--- config.mk ---
export PLATFORM = sky130hd
export DESIGN_NAME = move_cmd_gen
export DESIGN_NICKNAME = d
export VERILOG_FILES = /design/src/rtl/move_cmd_gen.sv
export SDC_FILE = /design/constraint.sdc
export NUM_CORES = 1
export LEC_CHECK = 0
export CORE_UTILIZATION = 33
export CTS_CLUSTER_DIAMETER = 40
export DETAILED_ROUTE_END_ITERATION = 8
export PLACE_DENSITY = 0.53
export SYNTH_ARGS = -nofsm -noshare
export SYNTH_HDL_FRONTEND = slang
export SYNTH_SLANG_ARGS = --single-unit
--- constraint.sdc ---
create_clock -name clk -period 2.35 [get_ports clk]
set_input_delay 0.3525 -clock clk [delete_from_list [all_inputs] [get_ports clk]]
set_output_delay 0.3525 -clock clk [all_outputs]
set_load 0.01 [all_outputs]
--- src/rtl/move_cmd_gen.sv ---
// move_cmd_gen: front end of the adventure room state machine.
// Synchronizes and debounces the four direction buttons, issues one-cycle
// n/s/e/w move commands, holds the sticky sword (v) and wizard (h) flags and
// counts accepted moves with saturation.
// Optional build macro MOVE_CMD_REPEAT_EN adds auto-repeat of a held direction
// every REPEAT_CYCLES clocks; when undefined, one pulse is issued per press.
module move_cmd_gen #(
  parameter int unsigned DB_CYCLES     = 4,
  parameter int unsigned MOVE_W        = 8,
  parameter int unsigned REPEAT_CYCLES = 16
) (
  input  logic              clk,
  input  logic              reset,
  input  logic              btn_n,
  input  logic              btn_s,
  input  logic              btn_e,
  input  logic              btn_w,
  input  logic              sw_in,
  input  logic              wz_in,
  input  logic              restart,
  output logic              n,
  output logic              s,
  output logic              e,
  output logic              w,
  output logic              v,
  output logic              h,
  output logic [MOVE_W-1:0] moves
);

  localparam int unsigned NB   = 4;
  localparam int unsigned DB_W = (DB_CYCLES > 1) ? $clog2(DB_CYCLES) : 1;
  localparam logic [DB_W-1:0] DB_LAST = DB_W'(DB_CYCLES - 1);

  typedef enum logic [1:0] {
    ST_IDLE,
    ST_ISSUE,
    ST_WAIT_RELEASE
  } state_t;

  // Button bit order: 0 = north, 1 = south, 2 = east, 3 = west.
  logic [NB-1:0]   w_raw;
  logic [NB-1:0]   r_sync1;
  logic [NB-1:0]   r_sync2;
  logic [NB-1:0]   r_deb;
  logic [DB_W-1:0] r_db_cnt [NB];

  state_t          r_state;
  state_t          w_state_nxt;
  logic [NB-1:0]   r_cmd;
  logic [NB-1:0]   w_cmd_nxt;
  logic            w_issue;
  logic            w_deb_any;
  logic            w_deb_one;

  logic            r_v;
  logic            r_h;
  logic [MOVE_W-1:0] r_moves;

  assign w_raw = {btn_w, btn_e, btn_s, btn_n};

  // Two-flop synchronizers followed by per-button stability counters.
  always_ff @(posedge clk) begin
    if (reset) begin
      r_sync1 <= '0;
      r_sync2 <= '0;
      r_deb   <= '0;
      for (int unsigned i = 0; i < NB; i++) begin
        r_db_cnt[i] <= '0;
      end
    end else begin
      r_sync1 <= w_raw;
      r_sync2 <= r_sync1;
      for (int unsigned i = 0; i < NB; i++) begin
        if (r_sync2[i] != r_deb[i]) begin
          if (r_db_cnt[i] == DB_LAST) begin
            r_deb[i]    <= r_sync2[i];
            r_db_cnt[i] <= '0;
          end else begin
            r_db_cnt[i] <= r_db_cnt[i] + DB_W'(1);
          end
        end else begin
          r_db_cnt[i] <= '0;
        end
      end
    end
  end

  assign w_deb_any = |r_deb;
  assign w_deb_one = w_deb_any && ((r_deb & (r_deb - NB'(1))) == '0);

`ifdef MOVE_CMD_REPEAT_EN
  localparam int unsigned REP_W = (REPEAT_CYCLES > 2) ? $clog2(REPEAT_CYCLES) : 1;
  localparam logic [REP_W-1:0] REP_LAST = REP_W'(REPEAT_CYCLES - 2);

  logic [REP_W-1:0] r_rep_cnt;
  logic             r_rep_ok;
  logic [NB-1:0]    r_last;
  logic             w_rep_fire;

  // Repeat fires once the held set has matched the last direction long enough
  // that the new ISSUE lands exactly REPEAT_CYCLES after the previous one.
  assign w_rep_fire = r_rep_ok && (r_deb == r_last) && (r_rep_cnt == REP_LAST);

  // Repeat timer: armed by each issued command, dropped by any set change.
  always_ff @(posedge clk) begin
    if (reset || restart) begin
      r_rep_cnt <= '0;
      r_rep_ok  <= 1'b0;
    end else if (w_issue) begin
      r_rep_cnt <= '0;
      r_rep_ok  <= 1'b1;
    end else if (r_state == ST_WAIT_RELEASE) begin
      if (r_rep_ok && (r_deb == r_last)) begin
        r_rep_cnt <= r_rep_cnt + REP_W'(1);
      end else begin
        r_rep_cnt <= '0;
        r_rep_ok  <= 1'b0;
      end
    end else begin
      r_rep_cnt <= '0;
    end
  end

  // Last issued direction, compared against the held set for repeating.
  always_ff @(posedge clk) begin
    if (reset) begin
      r_last <= '0;
    end else if (w_issue) begin
      r_last <= w_cmd_nxt;
    end
  end
`endif

  // Command FSM next state; restart overrides everything to WAIT_RELEASE.
  always_comb begin
    w_state_nxt = r_state;
    w_cmd_nxt   = '0;
    w_issue     = 1'b0;
    unique case (r_state)
      ST_IDLE: begin
        if (w_deb_one) begin
          w_state_nxt = ST_ISSUE;
          w_cmd_nxt   = r_deb;
          w_issue     = 1'b1;
        end else if (w_deb_any) begin
          w_state_nxt = ST_WAIT_RELEASE;
        end
      end
      ST_ISSUE: begin
        w_state_nxt = ST_WAIT_RELEASE;
      end
      ST_WAIT_RELEASE: begin
        if (!w_deb_any) begin
          w_state_nxt = ST_IDLE;
        end
`ifdef MOVE_CMD_REPEAT_EN
        else if (w_rep_fire) begin
          w_state_nxt = ST_ISSUE;
          w_cmd_nxt   = r_last;
          w_issue     = 1'b1;
        end
`endif
      end
      default: begin
        w_state_nxt = ST_WAIT_RELEASE;
      end
    endcase
    if (restart) begin
      w_state_nxt = ST_WAIT_RELEASE;
      w_cmd_nxt   = '0;
      w_issue     = 1'b0;
    end
  end

  // FSM state and the registered one-hot command held during ISSUE.
  always_ff @(posedge clk) begin
    if (reset) begin
      r_state <= ST_WAIT_RELEASE;
      r_cmd   <= '0;
    end else begin
      r_state <= w_state_nxt;
      r_cmd   <= w_cmd_nxt;
    end
  end

  // Sticky qualifiers; restart wins over a same-cycle set request.
  always_ff @(posedge clk) begin
    if (reset || restart) begin
      r_v <= 1'b0;
      r_h <= 1'b0;
    end else begin
      if (sw_in) r_v <= 1'b1;
      if (wz_in) r_h <= 1'b1;
    end
  end

  // Saturating count of accepted moves.
  always_ff @(posedge clk) begin
    if (reset || restart) begin
      r_moves <= '0;
    end else if (w_issue && (r_moves != '1)) begin
      r_moves <= r_moves + MOVE_W'(1);
    end
  end

  assign n     = r_cmd[0];
  assign s     = r_cmd[1];
  assign e     = r_cmd[2];
  assign w     = r_cmd[3];
  assign v     = r_v;
  assign h     = r_h;
  assign moves = r_moves;

endmodule
==> flow_metrics.tcl <==
set metrics [dict create \
    status "finished, final reports clean" \
    cts_resized 0 \
    setup_tns_ns 0 \
    clk_pin_slew_ns 0.07 \
    end_kind "flop" \
    clock-sinks 36 \
    rsz0062_at_grt "false" \
    drt-vias-per-instance 4.56 \
    min_path_cells 1 \
    grt_pass1_wl_mm 4.03 \
    holdPathEnd "r_sync2[1]" \
    drtIter0Drc 19 \
    ff2ff_path_depth 5 \
    setup_viol 0 \
    grt_max_degree 12 \
    drv_slew 0 \
    synth_mux_area_share_pct 3.47 \
    cts_root_buf "clkbuf_8" \
    place.port_buffers 22 \
    start_util_pct 35.3 \
    fin_crit_ns 1.93 \
    yosys_warnings 0 \
    design.core.area_sq_um 4090 \
    min_path_type "flop to flop" \
    power_leakage_nw 0.688 \
    ant_nets 0 \
    routed_wl_mm 2.41 \
    grt_overflow_total 0 \
    ys_types 30 \
    n_fill_cell 411 \
    htreeDepth 2 \
    fin_crit_sh_pct 82.3 \
    grt_pass1_vias 959 \
    grt_usage_pct 12.1 \
    utilization_pct 44.9 \
    use_met2_pct 20.5 \
    regToRegEndpoint "moves[7]" \
    clock_latency_ns 0.29 \
    synth_top_area_share_pct 38.9 \
    synth_seq_area_share_pct 55.5 \
    syn_inst 136 \
    whs_ns 0.437 \
    pin_count 23 \
    reg2reg_slack_ns 0.43 \
    max_freq_mhz 517 \
    synth_top_cell_by_area "dfxtp_1" \
    synth_xor_area_share_pct 4.86 \
    ys_seq_elements 36 \
    fin_nets 184 \
    tightest_slew_ns 0.686 \
    die_area_sq_um 4640 \
    synthAdderAreaFrac_pct 4.34 \
    cts_inserted_buffers 5 \
    grt_antenna_before_repair 0 \
    fp.dieH_microns 68.1 \
    drc_errors 0 \
    crit_fanout 6 \
    postCtsSetupBuffers 0 \
    area_delta_synth_final_pct 27.3 \
    die_w_microns 68.1 \
    hold_viol_final 0 \
    core.rowCount 23 \
    cts_tree "built" \
    ir_drop_uv 368 \
    drive_above_1_share_pct 8.77 \
    synth_compound_area_share_pct 3.99 \
    synth.cell_area_sq_um 1440 \
    worstReg2RegStart "r_deb[2]" \
    worst_setup_path_start_kind "primary input" \
    gp_congestion 0.710 \
    met3_usage_pct 6.50 \
    hold_start "r_sync1[1]" \
    hold_buffers 0 \
    wl_per_cell_microns 10.9 \
    worstPathArrival_ns 2.12 \
    use_met1_pct 12.6 \
    synth_top_family_by_area "simple AND/OR/NAND/NOR gates" \
    final_cell_mix "28 x nor2_1, 28 x dfxtp_1, 22 x clkdlybuf4s50_1" \
    path_class "primary input to flop" \
    vias 1008 \
    n_antenna_cell 0 \
    pwr_density_cell_nw_per_um2 632 \
    slew_headroom_pct 54.1 \
    clk_path_buf_depth 2 \
    ys_top_cells_by_area "dfxtp_1 39%, edfxtp_1 17%, nor2_1 7.3%" \
    syn_avg_cell_area_sq_um 10.6 \
    grt-busiest-layer "met2" \
    dp_hpwl_mm 1.74 \
    critPathRequiredTime_ns 2.54 \
    clock_skew_ns 0.00708 \
    firstDrtPassIters 2 \
    yosys.area_share.simple_pct 25.0 \
    maxCapViolCount 0 \
]
stage by stage:
step           cells  instance area (sq um)  power, W  setup WS (ns)
2_1_floorplan    143                   1470  0.000700          0.688
3_3_place_gp     213                   1740  0.000724          0.160
3_5_place_dp     213                   1740  0.000726          0.124
4_1_cts          221                   1840   0.00118          0.429
5_1_grt          221                   1840   0.00122          0.320
6_report         221                   1840   0.00116          0.417
worst max-delay path, stage by stage:
cell and delay [ns]:
clkdlybuf4s50_1 0.44, or4_1 0.66, nor3_4 0.36, a21oi_1 0.10, a31o_1 0.20
cells by family after synthesis:
| logic type | after synthesis |
|---|---|
| buffers and inverters | 8 |
| adders and majority gates | 5 |
| muxes | 5 |
| other | 1 |
| DFF | 36 |
| xor gates and xnor gates | 8 |
| and+or+nand+nor | 65 |
| AOI/OAI and AO/OA | 8 |
power by group:
part           leakage, nW  switching [W]  internal, W
clock               0.0510       0.000216     0.000234
combinational        0.327      0.0000249    0.0000309
sequential           0.310     0.00000752     0.000648
how the worst max path moves through the flow:
stage	slack, ns	from	to
after detailed placement	0.12	restart	moves[7]
after global routing	0.32	r_deb[3]	moves[1]
after floorplan	0.69	r_deb[3]	moves[5]
after CTS	0.43	restart	moves[7]
final	0.42	restart	moves[7]
after global placement	0.16	restart	moves[7]
flip-flops by register name, summed over array words and instances, names as in the netlist:
| name | count |
|---|---|
| h | 1 |
| moves | 8 |
| r_cmd | 4 |
| r_db_cnt | 8 |
| r_deb | 4 |
| r_state | 2 |
| r_sync1 | 4 |
| r_sync2 | 4 |
| v | 1 |
metal layers:
metal  up-vias  share of wire (%)
met5         -                  0
met4         0                1.3
met3         5                4.9
met2        20                 48
met1       461                 46
li1        522                  -
area by class of cell:
class                           instances  area (sq um)  share of cell area [%]
Timing Repair Buffer                   24           235                    12.8
Clock inverter                          2          10.0                   0.545
Sequential cell                        36           801                    43.6
Tap cell                               50          62.6                    3.41
Clock buffer                            6          82.6                    4.50
Multi-Input combinational cell         99           631                    34.3
Inverter                                4          15.0                   0.817
synth_stat cells, drive strengths merged:
master and n:
nand3b 1, nand2 5, ha 5, or3 4, nor3 4, conb 1
edfxtp 8, nor4 3, mux2i 5, a211oi 2, dfxtp 28, nor2 28
nor2b 8, buf 1, a31o 2, clkbuf 3, or4 1, a21oi 2
and2 4, xnor2 8, nand3 3, inv 4, o21ai 1, nor4b 1
o211a 1, and4 2, or2 1
Power figures use the tool's default switching activity.
